### src/rtl/down_link_arbiter.sv
// rtl/down_link_arbiter.sv - credit-based packet arbiter for three requesters onto one downstream link
module down_link_arbiter #(
    parameter int NUM_CREDITS = 4
) (
    input  logic       clk,
    input  logic       rst,
    input  logic       req_vc0,
    input  logic       req_vc1,
    input  logic       req_ni,
    input  logic [7:0] flit_vc0,
    input  logic [7:0] flit_vc1,
    input  logic [7:0] flit_ni,
    input  logic       credit_in,
    output logic [2:0] pop,
    output logic [2:0] grant,
    output logic [7:0] flit_out_down,
    output logic       valid_out,
    output logic [2:0] credits,
    output logic       err
);

    localparam logic [2:0] CRED_MAX = 3'(NUM_CREDITS);

    typedef enum logic {IDLE, LOCKED} state_t;

    state_t     state_q, state_d;
    logic [2:0] grant_q, grant_d;
    logic [1:0] ptr_q, ptr_d;
    logic [2:0] credits_q, credits_d;
    logic [7:0] flit_q, flit_d;
    logic       valid_q, valid_d;
    logic       err_q, err_d;

    logic [2:0] req_v;
    logic [2:0] elig;
    logic [2:0] rot;
    logic [2:0] pri;
    logic [2:0] win;
    logic       owner_req;
    logic [7:0] owner_flit;
    logic [2:0] pop_c;
    logic       accept;
    logic [7:0] acc_flit;

    assign req_v = {req_ni, req_vc1, req_vc0};
    assign elig  = {req_ni  && (flit_ni[7:6]  == 2'b01),
                    req_vc1 && (flit_vc1[7:6] == 2'b01),
                    req_vc0 && (flit_vc0[7:6] == 2'b01)};

    // Rotate so that the pointer position is bit 0, priority-encode, rotate back.
    always_comb begin
        rot = elig;
        case (ptr_q)
            2'd1:    rot = {elig[0], elig[2], elig[1]};
            2'd2:    rot = {elig[1], elig[0], elig[2]};
            default: rot = elig;
        endcase
        pri = 3'b000;
        if (rot[0])      pri = 3'b001;
        else if (rot[1]) pri = 3'b010;
        else if (rot[2]) pri = 3'b100;
        win = pri;
        case (ptr_q)
            2'd1:    win = {pri[1], pri[0], pri[2]};
            2'd2:    win = {pri[0], pri[2], pri[1]};
            default: win = pri;
        endcase
    end

    always_comb begin
        owner_req  = |(req_v & grant_q);
        owner_flit = 8'h00;
        case (grant_q)
            3'b001:  owner_flit = flit_vc0;
            3'b010:  owner_flit = flit_vc1;
            3'b100:  owner_flit = flit_ni;
            default: owner_flit = 8'h00;
        endcase
    end

    // Output process: pop is combinational and forced low while in reset.
    always_comb begin
        pop_c = 3'b000;
        if (!rst && credits_q != 3'd0) begin
            case (state_q)
                IDLE:    pop_c = win;
                LOCKED:  if (owner_req && owner_flit[7]) pop_c = grant_q;
                default: pop_c = 3'b000;
            endcase
        end
    end

    always_comb begin
        accept   = |pop_c;
        acc_flit = 8'h00;
        case (pop_c)
            3'b001:  acc_flit = flit_vc0;
            3'b010:  acc_flit = flit_vc1;
            3'b100:  acc_flit = flit_ni;
            default: acc_flit = 8'h00;
        endcase
    end

    // Next-state process.
    always_comb begin
        state_d   = state_q;
        grant_d   = grant_q;
        ptr_d     = ptr_q;
        credits_d = credits_q;
        err_d     = err_q;
        valid_d   = accept;
        flit_d    = accept ? acc_flit : flit_q;

        case (state_q)
            IDLE: begin
                if (accept) begin
                    state_d = LOCKED;
                    grant_d = pop_c;
                end
            end
            LOCKED: begin
                if (accept && acc_flit[7:6] == 2'b11) begin
                    state_d = IDLE;
                    grant_d = 3'b000;
                    case (grant_q)
                        3'b001:  ptr_d = 2'd1;
                        3'b010:  ptr_d = 2'd2;
                        default: ptr_d = 2'd0;
                    endcase
                end
                if (owner_req && !owner_flit[7]) err_d = 1'b1;
            end
            default: state_d = IDLE;
        endcase

        case ({accept, credit_in})
            2'b10: credits_d = credits_q - 3'd1;
            2'b01: begin
                if (credits_q == CRED_MAX) err_d = 1'b1;
                else credits_d = credits_q + 3'd1;
            end
            default: credits_d = credits_q;
        endcase
    end

    always_ff @(posedge clk or posedge rst) begin
        if (rst) begin
            state_q   <= IDLE;
            grant_q   <= 3'b000;
            ptr_q     <= 2'd0;
            credits_q <= CRED_MAX;
            flit_q    <= 8'h00;
            valid_q   <= 1'b0;
            err_q     <= 1'b0;
        end else begin
            state_q   <= state_d;
            grant_q   <= grant_d;
            ptr_q     <= ptr_d;
            credits_q <= credits_d;
            flit_q    <= flit_d;
            valid_q   <= valid_d;
            err_q     <= err_d;
        end
    end

    assign pop           = pop_c;
    assign grant         = grant_q;
    assign flit_out_down = flit_q;
    assign valid_out     = valid_q;
    assign credits       = credits_q;
    assign err           = err_q;

endmodule

### config.mk
export PLATFORM = sky130hd
export DESIGN_NAME = down_link_arbiter
export DESIGN_NICKNAME = d
export VERILOG_FILES = /design/src/rtl/down_link_arbiter.sv
export SDC_FILE = /design/constraint.sdc
export NUM_CORES = 1
export LEC_CHECK = 0
export BUFFER_PORTS_ARGS = -buffer_cell sky130_fd_sc_hd__buf_2
export CORE_MARGIN = 2
export CORE_UTILIZATION = 30
export DETAILED_ROUTE_END_ITERATION = 10
export HOLD_SLACK_MARGIN = 0.15
export PLACE_DENSITY = 0.59
export SYNTH_ARGS = -nofsm -noshare
export SYNTH_HDL_FRONTEND = slang
export SYNTH_SLANG_ARGS = --single-unit
### constraint.sdc
create_clock -name clk -period 7 [get_ports clk]
set_clock_uncertainty 0.1 [all_clocks]
set_input_delay 0.7 -clock clk [delete_from_list [all_inputs] [get_ports clk]]
set_output_delay 0.7 -clock clk [all_outputs]
set_load 0.01 [all_outputs]
==> results of run 1 <==
-- layer usage --
metal	vias up	global-route usage, %	routed length (um)
met3	4	3.70	205
met2	37	23.2	1830
met5	-	0	0
li1	733	-	-
met1	687	19.0	1860
met4	0	2.73	42
-- per-stage QoR --
| stage | utilization [%] | power [mW] |
|---|---|---|
| finish | 37.2 | 0.444 |
| global route | 37.2 | 0.483 |
| CTS | 37.2 | 0.451 |
| detailed placement | 36.3 | 0.371 |
| global placement | 36.3 | 0.371 |
| floorplan | - | 0.306 |
-- synth_stat cells (all sizes together), types with 2 or more instances --
| cell type | count | area share (%) |
|---|---|---|
| a211oi | 2 | 0.98 |
| a21oi | 8 | 2.6 |
| a221o | 6 | 3.9 |
| a31oi | 2 | 0.81 |
| a32o | 2 | 1.3 |
| and3 | 8 | 3.6 |
| and3b | 3 | 1.7 |
| and4bb | 2 | 1.9 |
| buf | 4 | 2.4 |
| clkbuf | 2 | 0.49 |
| dfrtp | 18 | 29 |
| ha | 2 | 1.6 |
| inv | 15 | 3.7 |
| mux2 | 2 | 1.7 |
| mux2i | 4 | 2.6 |
| nand2 | 10 | 2.8 |
| nand2b | 2 | 0.81 |
| nand3b | 3 | 1.5 |
| nand4bb | 2 | 1.5 |
| nor2 | 10 | 3.3 |
| nor3 | 12 | 4.6 |
| nor4 | 3 | 1.2 |
| o21a | 7 | 3.5 |
| o21ai | 9 | 3.7 |
| o31ai | 3 | 2.4 |
| or3 | 4 | 2.0 |
-- power by group --
group	switching [mW]	leakage (nW)	internal, mW
logic	0.0962	0.659	0.0908
registers	0.0376	0.241	0.145
clock network	0.0349	0.0228	0.0404
-- area by class of cell --
class	count	area, um^2	area share (%)
well taps	70	87.6	4.70
flip-flops and latches	19	477	25.6
repair buffers	48	240	12.9
clock buffers	4	45.0	2.42
inverters	15	56.3	3.02
multi-input cells	128	958	51.4
-- registers in the layout (all words and copies together), names as in the netlist --
register       count
state_q            1
grant              3
valid_out          1
ptr_q              2
flit_out_down      8
err                1
credits            3
-- cells by family (layout without fill, tap and decap cells) --
logic type | Yosys count | in the layout | share of synthesized area [%]
and+or+nand+nor | 68 | 68 | 29.4
AOI/OAI and AO/OA | 50 | 50 | 25.2
buffers and inverters | 21 | 67 | 6.60
DFF | 19 | 19 | 31.0
muxes | 6 | 6 | 4.32
adders and majority gates | 3 | 3 | 2.93
xor gates and xnor gates | 1 | 1 | 0.570
-- worst paths after layout --
path,cells past startpoint,endpoint
setup / recovery,8,pop[2]
hold / removal,1,flit_out_down[2]
setup reg to reg,12,credits[2]
hold reg to reg,1,flit_out_down[2]
max in group asynchronous,2,flit_out_down[2]
min in group asynchronous,2,ptr_q[0]
-- worst reg2reg max path: stages (launching register included) --
cell      delay [ps]
dfrtp_1          370
inv_1             50
ha_1             460
nand3b_1         200
nor2_1            50
mux2_4           290
or3_4            400
o21ai_4          410
nand2_2          110
fa_1             430
nand2_1           90
nor4_1            40
nor4_1           260
==> metrics, run 1 <==
delay-heaviest family, CP compound AO/OA/AOI/OAI gates; HPWL Detailed 3100 um; Overflow after GRT 0; die footprint 0.00571 mm^2; initial DRC count 86; core footprint 0.00501 mm^2; DR pass1 iterations 5; RSZ-0062 raised after global routing no; Initial Utilization 30.7%; R2R Setup Slk 3630 ps; Area Growth Syn to Fin 21.3%; status finished clean; Critical path buffers and inverters 3; Max Cap Viol 0; Synth async-reset ratio 100%; final cell count without fillers 284; commonest non-fill, non-tap cell in the layout buf_2; vias per cell 5.14; FF-to-FF Start ptr_q[0]; vias 1461; IO Port Bufs 48; CP arrival 2610 ps; crit path launch ptr_q[0]; # setup viols final 0; Top cell by count, worst path inv_1; Area after DPL 0.00182 mm^2; Worst setup EP type primary output; filler instances 540; clock sink count 19; post-CTS resize count 0; clock root cell clkbuf_8; Ys Warns 0; GR Util All Layers 14.1%; Post-synth EDFFs 0; Die W 75.6 um; Hold Crit Class register to register; Worst-Skew Late Latency 250 ps; # hold bufs at CTS 0; detailed-route DRC error count 0; Post-synth top flop dfrtp_1; CP Data Required Time 6200 ps; critical path class register to primary output; final wirelength 3940 um; postcts setup bufs 0; Hold Violations, Final 0; CTS tree done; hold_sp flit_out_down[2]; Startpoint Class register; worst slew pin tran 877 ps; initial antenna violation count 0; Clock Tree Buf Depth 2; total CTS buffers 3; Yosys reg bits 19; share of the yosys chip area belonging to registers 31.0%; Static Leakage 0.923 nW; upper clock frequency limit 293 MHz; peak supply drop 0.0939 mV; dpl cells 280; Distinct cells, synth 63; Slew HR 41.1%; Final GP Congestion 0.830; Synth Net Count 201; layout cell share with drive strength beyond 1 33.2%; fin crit period 3410 ps; syn avg cell area 9.15 um^2; largest net degree at the start of global routing 20; Mapped Area 0.00154 mm^2; final hold slack 412 ps; Max Slew Vio Count 0; most frequent cells in the layout buf_2, dfrtp_1, inv_1, nor3_1; Rows 26; post-route cell area 0.00186 mm^2; Worst path slowest cell o31ai_4; vias in the first global route 1295; power density cells 238 mW/mm^2; CP Max Fanout 16; die height 75.6 um; Final period util 48.8%; Final Net Count 248; io pins 49; slowest cell delay on critical path 580 ps; worst-path cell chain inv_1 -> ha_1 -> nand3b_1 -> nor2_1 -> mux2_4 -> o31ai_4 -> inv_1 -> buf_2; post-route setup TNS 0 ps; WL/cell 13.9 um; first-pass GRT wire length 6150 um; ant diodes 0; htree depth 1; CTS clk-pin slew, worst paths 70 ps; post-route ant nets 0; post-place setup slack 3460 ps; final worst slack 3590 ps; Synth Instances 168
Power figures use the tool's default switching activity.
==> run 2, diff against run 1 <==
- PLACE_DENSITY: 0.59 -> 0.61
- clock period: 7 -> 2.8 ns (I/O delays scaled with it)
==> metrics, run 2 (same netlist as run 1, synthesis figures left out) <==
status finished clean; post-route cell area 0.00207 mm^2 (+11%); Clock Tree Buf Depth 2 (unchanged); DR pass1 iterations 4 (-1); final hold slack 150 ps (-262 ps); CP arrival 2840 ps (+230 ps); worst slew pin tran 785 ps (-92.4 ps); most frequent cells in the layout buf_2, buf_4, dfrtp_1, inv_1, nor3_1; Metal-1 WL 2000 um (+7.6%); worst hold endpoint flit_out_down[0]; Area Growth Syn to Fin 34.7%; detailed-route DRC error count 0 (unchanged); IO Port Bufs 48 (unchanged); WL/cell 14.3 um (+3.0%); final cell count without fillers 306 (+7.7%); dpl cells 300 (+7.1%); total CTS buffers 3 (unchanged); Slew HR 47.6% (+6.5 points); Overflow after GRT 0 (unchanged); Hold Violations, Final 0 (unchanged); power density cells 574 mW/mm^2 (+140%); R2R Path End credits[2]; fin crit period 2750 ps; Final GP Congestion 0.864 (+4.0%); R2R Setup Slk 50 ps (-3580 ps); max FFs per register 8 (unchanged); CTS tree done; RSZ-0062 raised after global routing yes; final worst slack 47.4 ps (-3540 ps); Seq pwr share 37.8% (-3.2 points); CP Data Required Time 2890 ps (-3310 ps); CTS clk-pin slew, worst paths 80 ps (about the same); Die W 75.6 um (unchanged); largest net degree at the start of global routing 20 (unchanged); Pint 737 uW (+170%); Max Slew Vio Count 0 (unchanged); switching share of power 38.0% (about the same); Area after DPL 0.00198 mm^2 (+8.7%); htree depth 1 (unchanged); Hold Crit Class primary input to register; hold_sp flit_vc0[0]; die footprint 0.00571 mm^2 (unchanged); met2 WL 2100 um (+15%); vias 1578 (+8.0%); FF-to-FF Start ptr_q[1]; Max Cap Viol 0 (unchanged); post-route ant nets 0 (unchanged); hold depth 2 (+1); # setup viols final 0 (unchanged); Clk pwr share 16.8% (-0.2 points); commonest non-fill, non-tap cell in the layout buf_2; postcts setup bufs 0 (unchanged); peak supply drop 0.241 mV (+160%); critical path class register to register; Final Net Count 270 (+8.9%); ant diodes 0 (unchanged); post-place setup slack -29.6 ps (-3490 ps); initial DRC count 93 (+8.1%); upper clock frequency limit 363 MHz; Rows 26 (unchanged); Initial Utilization 30.7% (unchanged); final wirelength 4380 um (+11%); io pins 49 (unchanged); Worst-Skew Late Latency 260 ps (about the same); sw power 452 uW (+170%); HPWL Detailed 3320 um (+7.2%); GR Util All Layers 16.2% (+2.1 points); layout cell share with drive strength beyond 1 41.5% (+8.3 points); top sig layer met4; clock sink count 19 (unchanged); core footprint 0.00501 mm^2 (unchanged); R2R depth 10 (-2); clock root cell clkbuf_8; post-route setup TNS 0 ps (unchanged); met3 wire len 217 um (+5.9%); CP Max Fanout 7 (-9); vias per cell 5.16 (+0.24%); Static Leakage 1.03 nW (+12%); vias in the first global route 1496 (+16%); Startpoint Class register; first-pass GRT wire length 7090 um (+15%); die height 75.6 um (unchanged); Final period util 98.3%; Logic pwr share 45.4% (+3.3 points); initial antenna violation count 0 (unchanged); Worst setup EP type register
## run 2: changes by cell type in the layout (fill, tap and decap cells not counted), sizes merged
| cell | change |
|---|---|
| clkinv | +1 |
| clkbuf | -1 |
| dlygate4sd3 | +2 |
| buf | +20 |
## run 2: timing repair
item | in CTS | in global routing
hold endpoints to repair | 19 | 0
cloned | 0 | 0
gates resized for setup | 3 | 2
setup endpoints to repair | 7 | 7
hold buffers | 2 | 0
pin swaps | 1 | 3
## run 2: how the worst max path moves through the flow
stage              from          to  cells after the start
2_1_floorplan  ptr_q[1]  credits[2]                     12
3_3_place_gp   ptr_q[1]    grant[0]                      9
3_5_place_dp   ptr_q[1]  credits[2]                     11
4_1_cts        ptr_q[1]  credits[2]                     11
5_1_grt        ptr_q[0]  credits[2]                     12
6_report       ptr_q[1]  credits[2]                     10
## run 2: critical path, cell delays in order (launching register included)
cell and delay (ps):
dfrtp_1 420, ha_4 310, nand3b_1 160, nor2_1 50, mux2_4 290, or3_4 340
o21ai_4 160, nand2_4 60, fa_2 370, nor4b_1 330, nor4_1 80
## run 2: per-layer routing
layer  track usage, %  up-vias
li1                 -      775
met1             21.8      752
met2             27.2       43
met3             2.38        8
met4             4.29        0
met5                0        -
## run 2: cell type report
cell class                      instances  area [um^2]
Multi-Input combinational cell        128          992
Clock buffer                            3         41.3
Tap cell                               70         87.6
Inverter                               15         56.3
Sequential cell                        19          477
Fill cell                             528         2940
Clock inverter                          1         5.00
Timing Repair Buffer                   70          410
## run 2: power groups by stage
stage | logic, mW | clock network (mW) | registers [mW]
final | 0.540 | 0.200 | 0.449
after global routing | 0.607 | 0.214 | 0.465
after CTS | 0.539 | 0.206 | 0.450
after detailed placement | 0.525 | 0 | 0.452
after global placement | 0.521 | 0 | 0.451
after floorplan | 0.292 | 0 | 0.479
## run 2: stage by stage
step	utilization [%]	power [mW]
after global routing	41.3	1.29
after floorplan	-	0.771
after detailed placement	39.5	0.976
after global placement	39.5	0.971
after CTS	41.2	1.19
final	41.3	1.19
==> run 3, diff against run 2 <==
- PLACE_DENSITY: 0.61 -> 0.59
- clock period: 2.8 -> 3.2 ns (I/O delays scaled with it)
==> metrics, run 3 (same netlist as run 1, synthesis figures left out) <==
total CTS buffers 3 (unchanged); Final period util 91.1% (-7.2 points); post-route cell area 0.00190 mm^2 (-8.0%); layout cell share with drive strength beyond 1 35.2% (-6.4 points); worst-path cell chain inv_1 -> ha_1 -> nand3b_1 -> nor2_1 -> mux2_4 -> or3_4 -> o21ai_4 -> nand2_2 -> fa_1 -> nand2_1 -> nor4_1 -> nor4_1; status finished clean; Hold Violations, Final 0 (unchanged); Reg area 477 um^2 (unchanged); core footprint 0.00501 mm^2 (unchanged); slowest cell delay on critical path 420 ps (about the same); post-CTS resize count 0 (-3); detailed-route DRC error count 0 (unchanged); GR Layer Usage met1 19.5% (-2.3 points); area of the multi-input gates 958 um^2 (-3.4%); Initial Utilization 30.7% (unchanged); post-place setup slack 291 ps (+321 ps); Area after DPL 0.00186 mm^2 (-6.1%); htree depth 1 (unchanged); final cell count without fillers 289 (-5.6%); Clk pwr share 16.6% (-0.2 points); final wirelength 4120 um (-5.9%); clock sink count 19 (unchanged); Hold Crit Class primary input to async pin; Final Net Count 253 (-6.3%); post-route setup TNS 0 ps (unchanged); largest net degree at the start of global routing 20 (unchanged); final hold slack 123 ps (-26.5 ps); RSZ-0062 raised after global routing no; initial DRC count 63 (-32%); CTS tree done; Worst setup EP type register; Seq pwr share 40.3% (+2.5 points); CP arrival 2970 ps (+130 ps); Logic pwr share 43.1% (-2.3 points); most frequent cells in the layout buf_2, dfrtp_1, inv_1, nor3_1; grt met2 use 25.3% (-1.9 points); Worst path slowest cell fa_1; postcts setup bufs 0 (unchanged); # setup viols final 0 (unchanged); Static Leakage 0.948 nW (-8.2%); CP Data Required Time 3260 ps (+370 ps); sw power 374 uW (-17%); vias in the first global route 1373 (-8.2%); CTS clk-pin slew, worst paths 70 ps (about the same); initial antenna violation count 0 (unchanged); io pins 49 (unchanged); GR Util All Layers 14.7% (-1.5 points); post-route ant nets 0 (unchanged); filler instances 575 (+8.9%); first-pass GRT wire length 6420 um (-9.4%); GR peak layer met2; ant diodes 0 (unchanged); Rows 26 (unchanged); total power 985 uW (-17%); fin crit period 2910 ps (+162 ps); Slew HR 50.2% (+2.5 points); WL/cell 14.3 um (-0.36%); power density cells 517 mW/mm^2 (-9.9%); switching share of power 38.0% (-0.040 points); Max Slew Vio Count 0 (unchanged); vias 1463 (-7.3%); GR Util met3 3.31% (+0.93 points); DR pass1 iterations 4 (unchanged); upper clock frequency limit 343 MHz (-5.6%); CP Max Fanout 5 (-2); critical path class register to register; fin util 38.0% (-3.3 points); vias per cell 5.06 (-1.8%); Startpoint Class register; Clock Tree Buf Depth 2 (unchanged); max FFs per register 8 (unchanged); Die W 75.6 um (unchanged); Pint 611 uW (-17%); IO Port Bufs 48 (unchanged); commonest non-fill, non-tap cell in the layout buf_2; clock root cell clkbuf_8; HPWL Detailed 3230 um (-2.6%); final worst slack 285 ps (+238 ps); Top cell by count, worst path nor4_1; peak supply drop 0.177 mV (-26%); Worst-Skew Late Latency 250 ps (about the same); Max Cap Viol 0 (unchanged); Final GP Congestion 0.859 (-0.60%); Area Growth Syn to Fin 23.9%; dpl cells 285 (-5.0%); die height 75.6 um (unchanged); # hold bufs at CTS 0 (-2); die footprint 0.00571 mm^2 (unchanged); worst slew pin tran 743 ps (-42.1 ps); Overflow after GRT 0 (unchanged)
## run 3: cell type report
type | instances | share of cell area, %
clock buffer | 3 | 2.17
inverter | 15 | 2.96
clock inverter | 1 | 0.263
sequential | 19 | 25.0
tap | 70 | 4.60
timing repair buffer | 53 | 14.6
multi-input combinational | 128 | 50.4
## run 3: path summary, 6_finish.rpt
| path | start | endpoint | slack [ps] | depth (start not counted) |
|---|---|---|---|---|
| max | ptr_q[0] | credits[2] | 290 | 12 |
| min | rst | flit_out_down[7] | 120 | 2 |
| max reg2reg | ptr_q[0] | credits[2] | 290 | 12 |
| min reg2reg | flit_out_down[2] | flit_out_down[2] | 410 | 1 |
| max in group asynchronous | rst | grant[1] | 2400 | 2 |
| min in group clk | flit_vc0[1] | flit_out_down[1] | 200 | 2 |
## run 3: power groups by stage
stage	sequential [mW]	clock (mW)	combinational, mW
detailed placement	0.400	0	0.425
global route	0.407	0.181	0.471
floorplan	0.419	0	0.249
CTS	0.396	0.174	0.428
global placement	0.400	0	0.422
finish	0.397	0.163	0.425
## run 3: critical path: cells and delay by family (launching register included)
kind	cells	cell delay, ps
muxes	1	290
DFF	1	370
adders and majority gates	2	750
buffers and inverters	1	50
and+or+nand+nor	7	1090
AOI/OAI and AO/OA	1	160
## run 3: per-layer routing
layer  part of all wire, %  wire length [um]
met2                    47              1930
met4                  0.85                35
met5                     0                 0
met1                    49              2000
met3                   3.6               149
